**config.mk**
```make
export PLATFORM = sky130hd
export DESIGN_NAME = dest_reg_writeback
export DESIGN_NICKNAME = d
export VERILOG_FILES = /design/src/rtl/fp_f2_pkg.sv /design/src/rtl/rf_scoreboard.sv /design/src/rtl/dest_reg_writeback.sv
export SDC_FILE = /design/constraint.sdc
export NUM_CORES = 2
export LEC_CHECK = 0
export CAP_MARGIN = 20
export CORE_ASPECT_RATIO = 1.75
export CORE_MARGIN = 1.5
export CORE_UTILIZATION = 50
export CTS_BUF_LIST = sky130_fd_sc_hd__clkbuf_8
export DETAILED_ROUTE_END_ITERATION = 10
export GPL_TIMING_DRIVEN = 0
export PLACE_DENSITY_LB_ADDON = 0.15
export SYNTH_ARGS = -nofsm -noshare
export SYNTH_HDL_FRONTEND = slang
export SYNTH_SLANG_ARGS = --single-unit
export TNS_END_PERCENT = 1
```
**constraint.sdc**
```tcl
create_clock -name clk -period 6.26 [get_ports clk]
set_input_delay 1.565 -clock clk [delete_from_list [all_inputs] [get_ports clk]]
set_output_delay 1.565 -clock clk [all_outputs]
set_load 0.02 [all_outputs]
```
**src/rtl/fp_f2_pkg.sv**
```systemverilog
`default_nettype none
// ============================================================================
// Module      : fp_f2_pkg
// Description : Shared FP-F2 datapath constants for destination-index blocks.
//               Register width, index width, bank depth and the hard-wired
//               zero register index.
// Revision    : 1.0 - initial release
// ============================================================================
package fp_f2_pkg;

    localparam int DATA_W = 32;
    localparam int ADDR_W = 5;
    localparam int NREGS  = 2 ** ADDR_W;

    localparam logic [ADDR_W-1:0] REG_ZERO = 5'd0;

    typedef logic [ADDR_W-1:0] reg_idx_t;
    typedef logic [DATA_W-1:0] reg_data_t;

endpackage
`default_nettype wire

```
**src/rtl/rf_scoreboard.sv**
```systemverilog
`default_nettype none
// ============================================================================
// Module      : rf_scoreboard
// Description : Pending-destination scoreboard. One bit per register, set on
//               issue and cleared on write-back. It produces per-operand
//               pending flags and the combined stall.
// Revision    : 1.0 - initial release
// ============================================================================
module rf_scoreboard #(
    parameter bit BYPASS = 1'b1
) (
    input  logic                         clk,
    input  logic                         rst,
    input  logic                         iss_en,
    input  logic [fp_f2_pkg::ADDR_W-1:0] iss_addr,
    input  logic                         wr_en,
    input  logic [fp_f2_pkg::ADDR_W-1:0] wr_addr,
    input  logic [fp_f2_pkg::ADDR_W-1:0] rd_addr1,
    input  logic [fp_f2_pkg::ADDR_W-1:0] rd_addr2,
    output logic                         pend1,
    output logic                         pend2,
    output logic                         stall
);
    import fp_f2_pkg::*;

    logic [NREGS-1:0] r_pending;
    logic [NREGS-1:0] w_pending_nxt;
    logic             w_hit1;
    logic             w_hit2;

    // Next pending vector: the clear is applied first so a same-cycle issue
    // to the same index leaves the bit set (a newer producer is in flight).
    always_comb begin
        w_pending_nxt = r_pending;
        if (wr_en) begin
            w_pending_nxt[wr_addr] = 1'b0;
        end
        if (iss_en && (iss_addr != REG_ZERO)) begin
            w_pending_nxt[iss_addr] = 1'b1;
        end
    end

    // Pending state; reset wipes any in-flight issue.
    always_ff @(posedge clk) begin
        if (rst) begin
            r_pending <= '0;
        end else begin
            r_pending <= w_pending_nxt;
        end
    end

    // A write-back arriving this cycle only resolves the hazard when it can be
    // forwarded; without forwarding the consumer must wait one more cycle.
    always_comb begin
        w_hit1 = BYPASS && wr_en && (wr_addr == rd_addr1);
        w_hit2 = BYPASS && wr_en && (wr_addr == rd_addr2);
        pend1  = r_pending[rd_addr1] && !w_hit1;
        pend2  = r_pending[rd_addr2] && !w_hit2;
        stall  = pend1 || pend2;
    end

endmodule
`default_nettype wire

```
**src/rtl/dest_reg_writeback.sv**
```systemverilog
`default_nettype none
// ============================================================================
// Module      : dest_reg_writeback
// Description : Write-back end of the FP-F2 destination-register path.
//               Register bank with hard-wired zero register, two
//               combinational read ports with optional write-to-read
//               forwarding, and a pending scoreboard that raises stall.
// Revision    : 1.0 - initial release
// ============================================================================
module dest_reg_writeback #(
    parameter bit BYPASS = 1'b1
) (
    input  logic                         clk,
    input  logic                         rst,
    input  logic                         iss_en,
    input  logic [fp_f2_pkg::ADDR_W-1:0] iss_addr,
    input  logic                         wr_en,
    input  logic [fp_f2_pkg::ADDR_W-1:0] wr_addr,
    input  logic [fp_f2_pkg::DATA_W-1:0] wr_data,
    input  logic [fp_f2_pkg::ADDR_W-1:0] rd_addr1,
    input  logic [fp_f2_pkg::ADDR_W-1:0] rd_addr2,
    output logic [fp_f2_pkg::DATA_W-1:0] rd_data1,
    output logic [fp_f2_pkg::DATA_W-1:0] rd_data2,
    output logic                         pend1,
    output logic                         pend2,
    output logic                         stall
);
    import fp_f2_pkg::*;

    // Widths come from the shared package so every FP-F2 block agrees on them.
    reg_data_t r_regs [NREGS];

    // Register bank; index 0 is never written so it stays at its reset value.
    always_ff @(posedge clk) begin
        if (rst) begin
            for (int i = 0; i < NREGS; i++) begin
                r_regs[i] <= '0;
            end
        end else if (wr_en && (wr_addr != REG_ZERO)) begin
            r_regs[wr_addr] <= wr_data;
        end
    end

    // Read ports: zero register first, then forwarded write data, then array.
    always_comb begin
        rd_data1 = r_regs[rd_addr1];
        rd_data2 = r_regs[rd_addr2];
        if (rd_addr1 == REG_ZERO) begin
            rd_data1 = '0;
        end else if (BYPASS && wr_en && (wr_addr == rd_addr1)) begin
            rd_data1 = wr_data;
        end
        if (rd_addr2 == REG_ZERO) begin
            rd_data2 = '0;
        end else if (BYPASS && wr_en && (wr_addr == rd_addr2)) begin
            rd_data2 = wr_data;
        end
    end

    rf_scoreboard #(
        .BYPASS (BYPASS)
    ) u_scoreboard (
        .clk      (clk),
        .rst      (rst),
        .iss_en   (iss_en),
        .iss_addr (iss_addr),
        .wr_en    (wr_en),
        .wr_addr  (wr_addr),
        .rd_addr1 (rd_addr1),
        .rd_addr2 (rd_addr2),
        .pend1    (pend1),
        .pend2    (pend2),
        .stall    (stall)
    );

endmodule
`default_nettype wire

```
==> impl_results.rst <==
.. list-table::
   :header-rows: 1

   * - Metric
     - Value
   * - R2r setup slk
     - 5.52 ns
   * - Initial standard-cell utilization of the core
     - 50.5%
   * - Via-to-Cell Ratio
     - approximately 7.3
   * - H-tree levels
     - 4
   * - Worst Hold Path EP
     - u_scoreboard.r_pending[22]
   * - Pre-CTS setup slack
     - -1.86 ns
   * - Main area contributors after synthesis
     - edfxtp_1 54%, mux4_2 19%, and2_1 11%, clkbuf_1 2.0%, mux2i_1 1.7%
   * - Highest net fanout along the worst path
     - 10
   * - Root buffer selected by CTS
     - clkbuf_8
   * - Leakage
     - 22.8 nW
   * - Category of the worst setup path launch point
     - input port
   * - Clock sink count
     - 1056
   * - Wire length of the first global-routing pass
     - 366000 um
   * - Largest clock skew in the final design
     - 0 ns
   * - Register area share after synthesis
     - 55.1%
   * - Top Usage Layer GRT
     - met2
   * - Clock tree buffer depth
     - 3
   * - Count of distinct cell types in the synthesized netlist
     - 65
   * - Final min period
     - 6.60 ns
   * - Register bit total from synthesis
     - around 1100
   * - Wire length reported by the detailed router
     - 281000 um
   * - Relative slew margins
     - around a tenth
   * - P&R area growth vs syn
     - 15.8%
   * - Max VDD drop
     - 0.225 mV
   * - Type of the setup path with the least slack
     - in2out
   * - Remaining routing DRC violations
     - 0
   * - Drt first-iter violations
     - between 7000 and 8000
   * - GR Util met1
     - 56.1%
   * - Last weighted congestion value of the routability-driven placer
     - around 1.1
   * - Synthesis Warnings
     - 0
   * - Insertion delay of the later-clocked pin in the worst-skew pair
     - 0.92 ns
   * - Fraction of the cycle the final worst path needs
     - 105%
   * - Violated checks
     - negative setup slack
   * - Area of the die
     - 0.116 mm^2
   * - Post-synthesis instance area
     - 0.0570 mm^2
   * - Num CTS Buffers
     - around 160
   * - Data required, critical path
     - 4.70 ns
   * - Reg2reg path depth
     - 2
   * - Avg Synthesized Cell Area
     - 14.4 um^2
   * - EDFF count, synth
     - 1024
   * - TritonCTS clock tree
     - built
   * - Slew at the pin with the worst max-slew slack
     - 1.36 ns
   * - Number of nets in the finished design
     - 4390
   * - Most common cell after layout, fill and taps aside
     - edfxtp_1
   * - Die boundary width
     - 258 um
   * - Fraction of registers with async set or reset after synthesis
     - 0%
   * - Remaining antenna violation count after routing
     - 0
   * - Overall Global Routing Usage
     - 48.5%
   * - Chip Height
     - 450 um
   * - Path class of the lowest-slack min-delay path
     - reg2reg
   * - Peak clock frequency supported by timing
     - roughly 150 MHz
   * - Worst setup startpoint
     - rd_addr1[4]
   * - Cell count after synthesis
     - 3966
   * - Clock Pin Slew Worst Setup and Hold Paths
     - 0.07 ns
   * - Top Ports
     - 123
   * - Power density over cell area
     - 255 mW/mm^2
   * - Placeable core region
     - 0.113 mm^2
   * - Met2 routing resource usage after global routing
     - 70.7%
   * - Crit end category
     - output pin
   * - Leading cell types in the layout, fill and taps excluded
     - 1024 x edfxtp_1, 994 x and2_1, 472 x mux4_2, 223 x clkbuf_1, 171 x clkbuf_8
   * - Antenna violations before repair
     - 32
   * - Number of max-cap violations
     - 0
   * - Final global-route overflow total
     - 0
   * - Worst-case setup margin in the final layout
     - -0.337 ns
   * - Startpoint of the worst hold path
     - u_scoreboard.r_pending[22]
   * - Count of cells along the worst hold path
     - 2
   * - Count of endpoints failing setup in the final report
     - 36
   * - Critical path data arrival time
     - ~5 ns
   * - Total placed cells including tap cells
     - 5657
   * - Row Count
     - ~160
   * - Final max-slew violation count
     - 0
   * - Most common flop cell mapped by yosys
     - edfxtp_1
   * - Area share of the largest cell type after synthesis
     - 53.9%
   * - Cell type contributing the most total cell area after synthesis
     - edfxtp_1
   * - Detail-routed net length per standard cell
     - 47.2 um
   * - Setup repair after global routing missed its margin
     - true
   * - Pin count of the biggest net entering global routing
     - 33
   * - Outcome
     - finished, violations left
   * - Hold Vio Cnt, Final
     - 0
   * - Endpoint of the worst register-to-register path
     - u_scoreboard.r_pending[8]
   * - Count of hold-fix buffers inserted at cts
     - 0
   * - Met3 layer usage reported by global route
     - 18.0%
   * - Proportion of layout cells with a drive suffix above 1
     - between 20% and 30%
   * - Drt pass-1 iters
     - 6
   * - HPWL after detailed placement
     - around 200000 um
   * - Layout Cells excl Fill
     - 5954
   * - Via count of the routed design
     - 43500
   * - Post-Route Hold Slack
     - just under 0.5 ns
   * - IO Port Bufs
     - 111
   * - Number of global-route vias before repair
     - 41200
   * - Worst flop-to-flop path startpoint
     - u_scoreboard.r_pending[8]
[layer usage]
metal | vias to the layer above | share of wire, %
met5 | - | 0.091
met4 | 14 | 12
met3 | 1277 | 14
met2 | 4233 | 43
met1 | 22000 | 31
li1 | 16000 | -
[cell usage after synthesis, types with 12 or more instances]
cell type	number
a2111oi_0	14
a211oi_1	25
a21oi_1	70
a22oi_1	124
and2_1	995
buf_2	56
buf_4	46
buf_6	12
clkbuf_1	298
dfxtp_1	32
edfxtp_1	1024
mux2_2	65
mux2i_1	95
mux4_2	472
nand2_1	108
nand3_1	34
nor2_1	107
nor2b_1	22
nor3_1	39
o211ai_1	12
o21ai_0	91
o22ai_1	51
[registers in the layout, summed over array words and instances (netlist names)]
register,flops
r_regs,1024
u_scoreboard.r_pending,32
[kinds of logic (layout without fill, tap and decap cells)]
| kind of cell | after synthesis | in the layout | share of synthesized area (%) |
|---|---|---|---|
| DFF | 1056 | 1056 | 55.1 |
| xor gates and xnor gates | 10 | 10 | 0.154 |
| AOI/OAI and AO/OA | 456 | 456 | 5.38 |
| and+or+nand+nor | 1374 | 1374 | 14.1 |
| muxes | 633 | 633 | 21.6 |
| other | 1 | 48 | 0.00658 |
| buffers and inverters | 436 | 892 | 3.63 |
[power by group]
part	internal, mW	leakage, nW	switching (mW)
Clock	2.60	1.68	2.95
Sequential	8.13	10.0	0.200
Combinational	1.08	11.1	1.87
[critical path, stage by stage]
cell and delay, ns:
clkdlybuf4s50_1 0.73, clkbuf_4 0.41, nand2_2 0.37, nor2_4 0.65, a22oi_2 0.22, nand4_1 0.16, o211a_1 0.24, clkdlybuf4s50_1 0.63
[area by class of cell]
cell class                      instances  area [um^2]
Inverter                                6         23.8
Sequential cell                      1056        31400
Tap cell                             1485         1860
Antenna cell                           16         40.0
Clock buffer                          165         2270
Clock inverter                        114          583
Buffer                                420         2800
Timing Repair Buffer                  187         2460
Multi-Input combinational cell       2505        24600
Fill cell                            9100        47000
[metrics by stage]
| stage | TNS [ns] | util [%] | power [mW] | instance area (um^2) |
|---|---|---|---|---|
| after floorplan | 0 | - | 9.78 | 57100 |
| after global placement | -2369.45 | 53.2 | 11.1 | 60100 |
| after detailed placement | -84.52 | 54.6 | 11.1 | 61700 |
| after CTS | -1.84 | 58.2 | 16.5 | 65800 |
| after global routing | -2.23 | 58.4 | 17.0 | 66000 |
| final | -4.83 | 58.4 | 16.8 | 66000 |
[worst max-delay path by stage]
stage / end / slack [ns] / depth (start not counted)
after global routing: rd_data1[0] / -0.26 / 9
after global placement: r_regs[4][22] / -3.12 / 4
after CTS: rd_data2[13] / -0.17 / 10
after floorplan: r_regs[6][0] / 1.06 / 5
final: rd_data1[18] / -0.34 / 8
after detailed placement: rd_data1[30] / -1.86 / 9
[what timing repair did]
action,in CTS,in global routing
endpoints found under the setup margin,66,51
pin swaps,10,5
buffers inserted,10,0
resized for setup,399,47
(Power assumes the default switching activity.)
